### src/rtl/stack_ctrl.sv
// stack_ctrl: operand-stack controller for the single-cycle stack CPU (storage, sp, fault FSM).
// Latency: one update per valid edge; top0/top1 are combinational reads of the registered sp.
// Backpressure: none; a sticky FAULT state blocks updates until clear_fault. Optional: STACK_HIGHWATER_EN.
module stack_ctrl #(
   parameter  int WIDTH = 32,
   parameter  int DEPTH = 16,
   localparam int SPW   = $clog2(DEPTH + 1)
) (
   input  logic             clk,
   input  logic             reset,
   input  logic             valid,
   input  logic             read_reg1,
   input  logic             read_reg2,
   input  logic             write_reg,
   input  logic [WIDTH-1:0] push_data,
   input  logic             clear_fault,
   output logic [WIDTH-1:0] top0,
   output logic [WIDTH-1:0] top1,
   output logic [SPW-1:0]   sp,
   output logic             empty,
   output logic             full,
   output logic             fault,
   output logic [1:0]       fault_code
`ifdef STACK_HIGHWATER_EN
   ,
   output logic [SPW-1:0]   hiwater
`endif
);

   // Index width into the storage array; DEPTH is a power of two so SPW == IW + 1.
   localparam int IW = $clog2(DEPTH);

   // Occupancy arithmetic is done one bit wider than sp so that DEPTH+1 and
   // underflow wrap-around are distinguishable from legal values.
   localparam logic [SPW:0] DEPTH_X = (SPW + 1)'(DEPTH);

   localparam logic [1:0] FC_NONE  = 2'b00;
   localparam logic [1:0] FC_UNDER = 2'b01;
   localparam logic [1:0] FC_OVER  = 2'b10;

   typedef enum logic {
      ST_RUN   = 1'b0,
      ST_FAULT = 1'b1
   } state_t;

   state_t           state_q;
   logic             fault_q;
   logic [1:0]       fault_code_q;
   logic [SPW-1:0]   sp_q;
   logic [SPW-1:0]   sp_d;
   logic [WIDTH-1:0] stack_q [DEPTH];

   logic [SPW:0]     sp_x;
   logic [SPW:0]     pops_x;
   logic [SPW:0]     push_x;
   logic [SPW:0]     rem_x;
   logic [SPW:0]     nxt_x;
   logic             req;
   logic             underflow;
   logic             overflow;
   logic             legal;
   logic             do_write;
   logic [IW-1:0]    wr_idx;
   logic [IW-1:0]    rd0_idx;
   logic [IW-1:0]    rd1_idx;

   // Decode the stack strobes and classify the request as underflow, overflow or legal.
   always_comb begin
      pops_x = '0;
      if (read_reg2) begin
         pops_x = (SPW + 1)'(2);
      end else if (read_reg1) begin
         pops_x = (SPW + 1)'(1);
      end
      push_x    = {{SPW{1'b0}}, write_reg};
      sp_x      = {1'b0, sp_q};
      req       = (state_q == ST_RUN) && valid;
      // Underflow takes priority; rem_x may wrap in that case but is then unused.
      underflow = req && (pops_x > sp_x);
      rem_x     = sp_x - pops_x;
      nxt_x     = rem_x + push_x;
      overflow  = req && !underflow && (nxt_x > DEPTH_X);
      legal     = req && !underflow && !overflow;
      // A push lands in the slot just freed by any pops (or the next free slot).
      do_write  = legal && write_reg;
      wr_idx    = IW'(rem_x);
      sp_d      = legal ? SPW'(nxt_x) : sp_q;
   end

   // Read the top two entries from the registered sp; absent entries read as zero.
   always_comb begin
      rd0_idx = IW'(sp_q - SPW'(1));
      rd1_idx = IW'(sp_q - SPW'(2));
      top0    = '0;
      top1    = '0;
      if (sp_q != '0) begin
         top0 = stack_q[rd0_idx];
      end
      if (sp_q > SPW'(1)) begin
         top1 = stack_q[rd1_idx];
      end
   end

   // Stack storage: cleared on reset, written only by a legal push.
   always_ff @(posedge clk or posedge reset) begin
      if (reset) begin
         for (int i = 0; i < DEPTH; i++) begin
            stack_q[i] <= '0;
         end
      end else if (do_write) begin
         stack_q[wr_idx] <= push_data;
      end
   end

   // Stack pointer: moves only on a legal update, frozen otherwise.
   always_ff @(posedge clk or posedge reset) begin
      if (reset) begin
         sp_q <= '0;
      end else begin
         sp_q <= sp_d;
      end
   end

   // Fault FSM with registered fault flag and sticky fault code.
   always_ff @(posedge clk or posedge reset) begin
      if (reset) begin
         state_q      <= ST_RUN;
         fault_q      <= 1'b0;
         fault_code_q <= FC_NONE;
      end else begin
         case (state_q)
            ST_RUN: begin
               // clear_fault is meaningless here, so a fault in the same cycle always wins.
               if (underflow) begin
                  state_q      <= ST_FAULT;
                  fault_q      <= 1'b1;
                  fault_code_q <= FC_UNDER;
               end else if (overflow) begin
                  state_q      <= ST_FAULT;
                  fault_q      <= 1'b1;
                  fault_code_q <= FC_OVER;
               end
            end
            ST_FAULT: begin
               if (clear_fault) begin
                  state_q      <= ST_RUN;
                  fault_q      <= 1'b0;
                  fault_code_q <= FC_NONE;
               end
            end
            default: begin
               state_q      <= ST_RUN;
               fault_q      <= 1'b0;
               fault_code_q <= FC_NONE;
            end
         endcase
      end
   end

`ifdef STACK_HIGHWATER_EN
   logic [SPW-1:0] hiwater_q;

   // High-water mark of occupancy; only reset clears it, faults leave it alone.
   always_ff @(posedge clk or posedge reset) begin
      if (reset) begin
         hiwater_q <= '0;
      end else if (legal && (sp_d > hiwater_q)) begin
         hiwater_q <= sp_d;
      end
   end

   assign hiwater = hiwater_q;
`endif

   assign sp         = sp_q;
   assign empty      = (sp_q == '0);
   assign full       = (sp_q == SPW'(DEPTH));
   assign fault      = fault_q;
   assign fault_code = fault_code_q;

endmodule
### config.mk
export PLATFORM = sky130hd
export DESIGN_NAME = stack_ctrl
export DESIGN_NICKNAME = d
export VERILOG_FILES = /design/src/rtl/stack_ctrl.sv
export SDC_FILE = /design/constraint.sdc
export NUM_CORES = 1
export LEC_CHECK = 0
export CAP_MARGIN = 20
export CELL_PAD_IN_SITES_DETAIL_PLACEMENT = 1
export CELL_PAD_IN_SITES_GLOBAL_PLACEMENT = 1
export CORE_MARGIN = 2
export CORE_UTILIZATION = 57
export DETAILED_ROUTE_END_ITERATION = 8
export PLACE_DENSITY = 0.93
export SETUP_SLACK_MARGIN = 0.4
export SLEW_MARGIN = 0
export SYNTH_ARGS = -nofsm -noshare
export SYNTH_HDL_FRONTEND = slang
export SYNTH_SLANG_ARGS = --single-unit
### constraint.sdc
create_clock -name clk -period 32 [get_ports clk]
set_input_delay 3.2 -clock clk [delete_from_list [all_inputs] [get_ports clk]]
set_output_delay 3.2 -clock clk [all_outputs]
set_load 0.05 [all_outputs]
==> impl_metrics.sql, run 1 <==
INSERT INTO impl_metrics (metric_group, metric, value, unit) VALUES
('critical_path', 'timing.setup.critical_path_class', 'flop to output port', ''),
('hold_path', 'hold-path-cell-count', '1', ''),
('critical_path', 'max_stage_delay', '1000', 'ps'),
('place', 'placed_cell_area', '30000', 'um^2'),
('timing', 'worst_slew_margin_rel', '17.4', '%'),
('global_route', 'grt_pass1_vias', '21300', ''),
('finish', 'antenna_cells_inserted', '0', ''),
('critical_path', 'worst_flop_to_flop_path_startpoint', 'sp[0]', ''),
('clock_tree', 'tritoncts_clock_tree', 'yes', ''),
('clock_tree', 'cts_resized', '0', ''),
('logic_synthesis', 'synth_top_cell_by_area', 'sky130_fd_sc_hd__dfrtp_1', ''),
('die', 'dieArea', '51600', 'um^2'),
('clock_tree', 'worst_setup_hold_path_clk_slew', '70', 'ps'),
('logic_synthesis', 'post_synth_inst_count', '1788', ''),
('clock_tree', 'clock_tree.htree_level_count', '2', ''),
('power', 'total_internal_power', '1.64', 'mW'),
('timing', 'rsz0062_at_grt', 'no', ''),
('critical_path', 'worst_r2r_path_depth', '13', ''),
('power', 'post-layout-total-power', '2.80', 'mW'),
('critical_path', 'critPathLaunchType', 'flop', ''),
('timing', 'tightestPinTransition', '1240', 'ps'),
('place', 'io_buffers', '112', ''),
('detailed_routing', 'finalWirelength', '98200', 'um'),
('logic_synthesis', 'syn-cell-area', '28400', 'um^2'),
('critical_path', 'cell_by_cell_trace_of_the_critical_path', 'inv_1 -> ha_4 -> buf_4 -> buf_4 -> mux4_2 -> nor2b_1 -> a211oi_1 -> a211oi_1 -> clkdlybuf4s50_1', ''),
('logic_synthesis', 'synth.top_cells.by_area', 'sky130_fd_sc_hd__dfrtp_1, sky130_fd_sc_hd__mux4_2, sky130_fd_sc_hd__mux2_2, sky130_fd_sc_hd__a211oi_1, sky130_fd_sc_hd__mux2_4', ''),
('detailed_routing', 'detail_route.drc_violations', '0', ''),
('detailed_routing', 'topRoutingLayerUsed', 'met5', ''),
('clock_tree', 'bufs_on_longest_clock_path', '3', ''),
('hold_path', 'hold_class', 'flop to flop', ''),
('logic_synthesis', 'synth.distinct_cells', '59', ''),
('logic_synthesis', 'ys.warnings.count', '0', ''),
('detailed_routing', 'routed_length_on_met3', '8220', 'um'),
('logic_synthesis', 'synthDominantCellAreaShare', '46.0', '%'),
('critical_path', 'critical_path_data_arrival_time', '6750', 'ps'),
('timing', 'post-route-min-period', '9950', 'ps'),
('logic_synthesis', 'synth-async-reset-ratio', '100', '%'),
('logic_synthesis', 'synth_flop_cell', 'sky130_fd_sc_hd__dfrtp_1', ''),
('die', 'pin_count', '113', ''),
('critical_path', 'cp_max_fo', '60', ''),
('timing', 'timing.setup.tns', '0', 'ps'),
('logic_synthesis', 'post-synth-top-count-cell', 'sky130_fd_sc_hd__dfrtp_1', ''),
('logic_synthesis', 'synth-seq-area-share', '46.0', '%'),
('outcome', 'run_status', 'finished clean', ''),
('finish', 'post-route-cell-area', '32100', 'um^2'),
('logic_synthesis', 'synth_nets', '1836', ''),
('critical_path', 'worst-endpoint-required', '28800', 'ps'),
('clock_tree', 'cts_hold_buffers', '0', ''),
('clock_tree', 'cts_buffers', '55', ''),
('detailed_routing', 'drt-met1-wl', '36200', 'um'),
('critical_path', 'cp_slowest_cell', 'sky130_fd_sc_hd__dfrtp_4', ''),
('detailed_routing', 'vias', '19300', ''),
('global_route', 'grt-ovfl-total', '0', ''),
('clock_tree', 'cts_sinks', '521', ''),
('finish', 'post_route_cells_drive_above_1_share', '50.5', '%'),
('timing', 'max_clock_freq', '100', 'MHz'),
('finish', 'finish.utilization', '65.4', '%'),
('power', 'clock_power_share', '25.9', '%'),
('clock_tree', 'clk_root_buffer_cell', 'sky130_fd_sc_hd__clkbuf_16', ''),
('critical_path', 'end_kind', 'output port', ''),
('global_route', 'grt_start_max_net_pins', '193', ''),
('timing', 'post-route-period-util', '31.1', '%'),
('clock_tree', 'postCtsSetupRepairBufs', '0', ''),
('power', 'power.sequential.fraction', '29.2', '%'),
('place', 'place.detailed.hpwl', '50000', 'um'),
('die', 'placementRows', '81', ''),
('detailed_routing', 'drt-vias-per-instance', '7.63', ''),
('detailed_routing', 'met2RoutedLength', '47800', 'um'),
('timing', 'timing.final.setup_violations', '0', ''),
('hold_path', 'worst_hold_startpoint', 'stack_q[99]', ''),
('die', 'die-width', '227', 'um');
-- metrics by stage --
stage,setup WS (ps),hold WS [ps],std cells
after floorplan,14250,470,1788
after global placement,23320,483,2422
after detailed placement,22950,510,2425
after CTS,22100,532,2526
after global routing,21850,548,2528
final,22050,533,2528
-- routing by layer --
layer | track usage [%] | up-vias
li1 | - | 7033
met1 | 51.0 | 10400
met2 | 62.8 | 1404
met3 | 8.45 | 458
met4 | 22.3 | 4
met5 | 0 | -
-- final timing paths --
kind | endpoint | slack (ps)
max in group asynchronous | sp[1] | 26050
hold / removal | stack_q[99] | 530
setup reg to reg | stack_q[62] | 25990
hold reg to reg | stack_q[99] | 530
setup / recovery | top0[30] | 22050
min in group asynchronous | stack_q[145] | 3240
-- power groups by stage --
| stage | logic (mW) | registers, mW | clock network, mW |
|---|---|---|---|
| CTS | 1.25 | 0.814 | 0.727 |
| global route | 1.31 | 0.824 | 0.750 |
| finish | 1.26 | 0.819 | 0.725 |
| floorplan | 0.890 | 0.785 | 0 |
| detailed placement | 1.21 | 0.816 | 0 |
| global placement | 1.17 | 0.803 | 0 |
-- state kept, by name, summed over array words and instances (netlist names) --
signal	count
state_q	1
stack_q	512
fault_code	2
fault	1
sp	5
-- final cells by class --
cell class	count	area (um^2)
fill	4188	17000
multi-input combinational	1076	14600
clock buffer	74	1560
tap	664	831
timing repair buffer	153	1510
clock inverter	27	429
sequential	521	13000
inverter	13	56.3
-- critical path, delay by kind of cell (launching register included) --
kind | cells | cell delay (ps)
buffers and inverters | 4 | 2800
AOI/OAI and AO/OA | 2 | 900
adders and majority gates | 1 | 730
DFF | 1 | 1000
muxes | 1 | 400
and+or+nand+nor | 1 | 210
-- placed cells by master (no fill, tap or decap), drive strengths merged, types with 2 or more instances in the layout --
cell           count
a211oi            64
a21boi             2
a21oi              5
and2               3
buf               41
bufinv            11
clkbuf            74
clkdlybuf4s50    112
clkinv             9
clkinvlp           6
dfrtp            521
ha                 8
inv               14
mux2             515
mux2i             33
mux4             288
nand2             12
nand3b             2
nand4              3
nor2              10
nor2b             67
nor3              14
nor4               6
o21ai              8
o311ai             2
o31a               2
o41ai              2
or3                4
xnor2              6
xor2               2
-- cell families after synthesis --
family	count (synthesis)	share of synthesized area, %
muxes	836	44.9
adders and majority gates	9	0.424
buffers and inverters	191	2.97
AOI/OAI and AO/OA	94	2.47
xor gates and xnor gates	8	0.247
DFF	521	46.0
and+or+nand+nor	129	3.05
(Power assumes the default switching activity.)
==> run 2: changes to the inputs <==
CORE_UTILIZATION = 48   (was 57)
PLACE_DENSITY = 0.84   (was 0.93)
clock period = 8.8 ns   (was 32 ns; I/O delays follow)
==> run 2 against run 1 <==
  * Worst hold slack got worse by 17 ps
  * Final area fell by 0.23%
  * Final cell count rose by 4.3%
  * Flip-flop and latch count did not move
  * Highest routed layer is now met4
==> impl_metrics.sql, run 2 (synthesis gave the netlist of run 1 again) <==
INSERT INTO impl_metrics (metric_group, metric, value, unit) VALUES
('outcome', 'run_status', 'finished clean', ''),
('global_route', 'global_route.usage.total', '27.4', '%'),
('critical_path', 'max_stage_delay', '970', 'ps'),
('die', 'initial_utilization', '48.3', '%'),
('power', 'power_density', '305', 'nW/um^2'),
('critical_path', 'timing.setup.critical_path_class', 'flop to output port', ''),
('timing', 'timing.setup.tns', '0', 'ps'),
('finish', 'final_cell_mix', 'sky130_fd_sc_hd__dfrtp_1, sky130_fd_sc_hd__mux2_2, sky130_fd_sc_hd__mux4_2, sky130_fd_sc_hd__clkdlybuf4s50_1, sky130_fd_sc_hd__nor2b_1', ''),
('clock_tree', 'cts_resized', '0', ''),
('detailed_routing', 'vias', '17600', ''),
('place', 'finalWeightedCongestion', '0.844', ''),
('critical_path', 'cell_by_cell_trace_of_the_critical_path', 'inv_1 -> ha_4 -> buf_4 -> mux4_2 -> nor2b_1 -> a211oi_1 -> a211oi_1 -> clkdlybuf4s50_1', ''),
('finish', 'final.fill_count', '5294', ''),
('critical_path', 'crit_buf_inv', '3', ''),
('critical_path', 'endpoint', 'top0[15]', ''),
('place', 'place.detailed.hpwl', '46700', 'um'),
('critical_path', 'worst-endpoint-required', '7920', 'ps'),
('timing', 'post-route-period-util', '72.4', '%'),
('detailed_routing', 'detail_route.drc_violations', '0', ''),
('die', 'placementRows', '89', ''),
('global_route', 'grt_start_max_net_pins', '168', ''),
('clock_tree', 'cts_hold_buffers', '0', ''),
('place', 'io_buffers', '112', ''),
('clock_tree', 'clock_latency', '630', 'ps'),
('detailed_routing', 'routed_antenna_nets', '0', ''),
('hold_path', 'hold_class', 'flop to flop', ''),
('critical_path', 'critical_path_data_arrival_time', '5490', 'ps'),
('timing', 'tightestPinTransition', '1120', 'ps'),
('critical_path', 'worst_flop_to_flop_path_startpoint', 'sp[0]', ''),
('clock_tree', 'worst_setup_hold_path_clk_slew', '60', 'ps'),
('critical_path', 'critPathLaunchType', 'flop', ''),
('detailed_routing', 'firstDrtPassIters', '5', ''),
('die', 'die-width', '247', 'um'),
('finish', 'layout_area_growth_over_synthesis', '12.8', '%'),
('clock_tree', 'tritoncts_clock_tree', 'yes', ''),
('detailed_routing', 'finalWirelength', '81400', 'um'),
('timing', 'finalMaxSlewViolations', '0', ''),
('critical_path', 'end_kind', 'output port', ''),
('power', 'leakage_power_summed_over_all_cells', '14.4', 'nW'),
('clock_tree', 'clk_root_buffer_cell', 'sky130_fd_sc_hd__clkbuf_16', ''),
('die', 'pin_count', '113', ''),
('clock_tree', 'postCtsSetupRepairBufs', '0', ''),
('finish', 'layout.nets', '1868', ''),
('critical_path', 'cp_slowest_cell', 'sky130_fd_sc_hd__dfrtp_4', ''),
('critical_path', 'worst_r2r_path_depth', '13', ''),
('global_route', 'grt_first_pass_wirelength', '125000', 'um'),
('finish', 'largest_register', 'stack_q', ''),
('global_route', 'grt_pass1_vias', '19700', ''),
('timing', 'post-route-min-period', '6370', 'ps'),
('timing', 'hold_viol', '0', ''),
('detailed_routing', 'drt-vias-per-instance', '6.67', ''),
('finish', 'largest_register_ffs', '512', ''),
('timing', 'fin_worst_skew', '14.8', 'ps'),
('finish', 'layout.cells.most_common', 'sky130_fd_sc_hd__dfrtp_1', ''),
('die', 'dieArea', '61100', 'um^2'),
('die', 'coreArea', '58700', 'um^2'),
('timing', 'worst_slew_margin_rel', '25.0', '%'),
('detailed_routing', 'wl_per_cell', '30.9', 'um'),
('critical_path', 'cp_max_fo', '48', ''),
('clock_tree', 'cts_buffers', '56', ''),
('timing', 'rsz0062_at_grt', 'no', ''),
('clock_tree', 'clock_tree.htree_level_count', '2', ''),
('critical_path', 'rrSetupSlack', '3060', 'ps'),
('power', 'post-layout-total-power', '9.75', 'mW'),
('critical_path', 'timing.critical_path.mode_cell', 'sky130_fd_sc_hd__a211oi_1', ''),
('die', 'die_ht', '247', 'um'),
('critical_path', 'crit_cells', '8', ''),
('detailed_routing', 'drt_iter0_drc', '1447', ''),
('critical_path', 'timing.rr.end', 'stack_q[13]', ''),
('power', 'vdd_ir_drop_max', '342', 'uV'),
('job', 'timing.max_cap.violations', '0', ''),
('critical_path', 'crit_family', 'buffers and inverters', ''),
('global_route', 'initial_antenna_violation_count', '1', ''),
('global_route', 'grt-ovfl-total', '0', ''),
('clock_tree', 'bufs_on_longest_clock_path', '3', ''),
('timing', 'timing.final.setup_violations', '0', ''),
('timing', 'max_clock_freq', '157', 'MHz'),
('critical_path', 'timing.critical_path.from', 'sp[0]', ''),
('clock_tree', 'cts_sinks', '521', ''),
('finish', 'post_route_cells_drive_above_1_share', '50.1', '%');
## run 2: cell types whose count changed in the layout (fill, tap and decap cells not counted), moves of 3 or more
| cell | delta |
|---|---|
| sky130_fd_sc_hd__clkinvlp_4 | -4 |
| sky130_fd_sc_hd__clkbuf_8 | +3 |
| sky130_fd_sc_hd__bufinv_16 | -9 |
| sky130_fd_sc_hd__clkbuf_1 | +7 |
## run 2: area by class of cell
class | count | area (um^2) | area share, %
antenna | 2 | 5.00 | 0.0156
clock buffer | 86 | 1680 | 5.24
clock inverter | 14 | 144 | 0.450
inverter | 13 | 52.6 | 0.164
multi-input combinational | 1076 | 14600 | 45.8
sequential | 521 | 13000 | 40.8
tap | 773 | 967 | 3.02
timing repair buffer | 152 | 1470 | 4.60
## run 2: worst min path at each step
| stage | slack, ps | end | depth (start not counted) | startpoint |
|---|---|---|---|---|
| floorplan | 470 | stack_q[321] | 1 | stack_q[321] |
| global placement | 490 | stack_q[381] | 1 | stack_q[381] |
| detailed placement | 500 | stack_q[310] | 1 | stack_q[310] |
| CTS | 520 | stack_q[354] | 1 | stack_q[354] |
| global route | 540 | stack_q[310] | 1 | stack_q[310] |
| finish | 520 | stack_q[354] | 1 | stack_q[354] |
## run 2: per-layer routing
| metal | routed length (um) | vias up | GRT usage, % |
|---|---|---|---|
| met3 | 4800 | 169 | 4.65 |
| met2 | 41000 | 624 | 45.6 |
| met4 | 2700 | 0 | 9.66 |
| met1 | 32800 | 9751 | 36.7 |
| li1 | - | 7032 | - |
| met5 | 0 | - | 0 |
## run 2: per-stage QoR
stage | cells | util [%] | hold slack [ps] | area, um^2 | worst slack, ps
2_1_floorplan | 1788 | - | 470 | 28400 | 842
3_3_place_gp | 2534 | 51.4 | 487 | 30200 | 3120
3_5_place_dp | 2535 | 51.4 | 502 | 30200 | 2930
4_1_cts | 2635 | 54.5 | 516 | 32000 | 2410
5_1_grt | 2635 | 54.5 | 539 | 32000 | 2170
6_report | 2637 | 54.5 | 516 | 32000 | 2430
## run 2: power breakdown
part / total, mW / switching [mW] / internal, mW
logic: 4.45 / 2.69 / 1.76
clock network: 2.37 / 1.01 / 1.36
registers: 2.92 / 0.281 / 2.64
## run 2: worst register-to-register path: stages (launching register included)
cell                       delay, ps
sky130_fd_sc_hd__dfrtp_4         970
sky130_fd_sc_hd__inv_1           290
sky130_fd_sc_hd__ha_1            330
sky130_fd_sc_hd__inv_1            80
sky130_fd_sc_hd__fa_1            500
sky130_fd_sc_hd__ha_1            370
sky130_fd_sc_hd__nor2_1          220
sky130_fd_sc_hd__o21ai_1         140
sky130_fd_sc_hd__o221ai_1        210
sky130_fd_sc_hd__o311ai_1        180
sky130_fd_sc_hd__o31a_4          310
sky130_fd_sc_hd__nor4_4         1000
sky130_fd_sc_hd__buf_4           600
sky130_fd_sc_hd__mux2_2          430
==> edit, RTL diff (settings of run 1) <==
Add a define of `STACK_HIGHWATER_EN`.
--- a/src/rtl/stack_ctrl.sv
+++ b/src/rtl/stack_ctrl.sv
@@ -1,6 +1,8 @@
 // stack_ctrl: operand-stack controller for the single-cycle stack CPU (storage, sp, fault FSM).
 // Latency: one update per valid edge; top0/top1 are combinational reads of the registered sp.
 // Backpressure: none; a sticky FAULT state blocks updates until clear_fault. Optional: STACK_HIGHWATER_EN.
+`define STACK_HIGHWATER_EN
+
 module stack_ctrl #(
    parameter  int WIDTH = 32,
    parameter  int DEPTH = 16,
Formal check against the unedited RTL (old outputs only; new: hiwater): no difference found for any inputs over 4 cycles, from zero or initial values and one cycle with reset high; that may be too few to reach the edited logic, so the function may still have changed.
==> edit against run 1 <==
  * Fmax grew 11%
  * Design area shrank 0.13%
  * Worst setup slack gained 990 ps
  * Sequential cell count grew 5
  * Synthesized area grew 0.27%
  * Routed wire length shrank 1.3%
  * Highest routed layer unchanged
  * Via count grew 0.43%
  * Non-clock buffer count grew 3
Power is left out: the tool's default activity adds up to more than one toggle a clock period on the data nets, which glitch-free logic cannot reach.
==> edit: results (changes against run 1) <==
| Metric | Value |
|---|---|
| Status | `complete, no violations` |
| GRT Overall Usage | `38.6% (-0.88 points)` |
| YS warnings | `0 (unchanged)` |
| FFs w/ async S/R, synth | `100% (unchanged)` |
| Post-synth top area share | `46.3% (+0.32 points)` |
| Initial DRT Pass Iterations | `7 (+2)` |
| Max FO, Critical Path | `56 (-6.7%)` |
| Synth top area cells | `dfrtp_1 46%, mux4_2 23%, mux2_2 18%, mux2_1 3.0%, a211oi_1 1.7%` |
| Slew headroom | `24.8% (+7.4 points)` |
| Clock latency on the worst-skew pair | `640 ps` |
| Gates resized, CTS repair | `0 (unchanged)` |
| Arrival time worst endpoint | `5770 ps (-980 ps)` |
| HP Class | `reg2reg` |
| Htree depth | `2 (unchanged)` |
| R2R depth | `17 (+4)` |
| DRT iter0 DRCs | `2142 (-10%)` |
| Worst-path clk slew | `70 ps (about the same)` |
| Crit path launch type | `flip-flop` |
| Setup Skew | `28.5 ps (+12.2 ps)` |
| Worst Hold Depth | `1 (unchanged)` |
| Detailed-route via count | `19362 (+0.43%)` |
| Post-synth top cells | `526 x dfrtp_1, 443 x mux2_2, 288 x mux4_2` |
| Setup repair bufs after CTS | `0 (unchanged)` |
| Library cells used by synthesis | `55 (-6.8%)` |
| Post-DP HPWL | `48600 um (-2.8%)` |
| Diode count | `0 (unchanged)` |
| Largest Register | `stack_q` |
| Layout cells sized above 1 | `47.1% (-3.4 points)` |
| Gpl congestion | `0.867 (+7.4%)` |
| Routed Antenna Nets | `0 (unchanged)` |
| CTS max path bufs | `3 (unchanged)` |
| Routed length per instance | `38.0 um (-2.2%)` |
| Largest net degree at the start of global routing | `135 (-30%)` |
| I/O Buffers | `117 (+4.5%)` |
| Number of flip-flops in the largest register | `512 (unchanged)` |
| Root Driver | `clkbuf_16` |
| Initial antenna violation count | `3 (+1)` |
| Cts bufs inserted | `56 (+1.8%)` |
| Global-route wire length before repair | `145000 um (-1.8%)` |
| Sequential-to-total area share from yosys stat | `46.3% (+0.32 points)` |
| Nets | `1895 (+1.4%)` |
| Vias in the first global route | `21057 (-1.0%)` |
-- edit: kinds of logic (layout without fill, tap and decap cells) --
group	after synthesis	in the layout	synth area share, %
adders and majority gates	14	14	0.642
AOI/OAI and AO/OA	94	94	2.43
muxes	841	841	44.6
and+or+nand+nor	126	126	2.76
buffers and inverters	186	272	2.93
xor gates and xnor gates	13	13	0.400
DFF	526	526	46.3
-- edit: final timing paths --
kind,start,slack (ps),endpoint
worst max-delay path,sp[0],23030,top0[31]
worst min-delay path,stack_q[378],530,stack_q[378]
worst max register to register,sp[0],26260,hiwater[3]
worst min register to register,stack_q[378],530,stack_q[378]
max in group asynchronous,reset,25380,stack_q[141]
min in group asynchronous,reset,3150,stack_q[156]
-- edit: worst max-delay path, stage by stage, from the launching register on --
cell,delay (ps)
dfrtp_4,760
inv_1,240
ha_4,1060
buf_4,700
mux4_2,340
nor2b_1,180
a211oi_1,90
a211oi_1,740
clkdlybuf4s50_1,940
-- edit: layer usage --
layer  wire [um]  vias up  GRT usage, %
met3        8480      436          8.27
met1       35400    10425          49.7
met5          36        -             0
met4        5650        6          20.4
li1            -     7097             -
met2       47300     1398          62.0
-- edit: final cells by class --
| class | instances | area [um^2] |
|---|---|---|
| Clock inverter | 17 | 206 |
| Inverter | 14 | 60.1 |
| Sequential cell | 526 | 13200 |
| Multi-Input combinational cell | 1088 | 14600 |
| Tap cell | 664 | 831 |
| Clock buffer | 85 | 1650 |
| Timing Repair Buffer | 156 | 1560 |
| Fill cell | 4219 | 17000 |
-- edit: per-stage QoR --
step	util (%)	area, um^2	cells	hold WS (ps)	setup slack, ps
finish	65.3	32000	2550	528	23030
global route	65.3	32000	2550	542	22790
CTS	65.1	31900	2546	527	23040
detailed placement	61.3	30100	2444	503	23740
global placement	61.3	30100	2444	489	24000
floorplan	-	28400	1800	476	14100
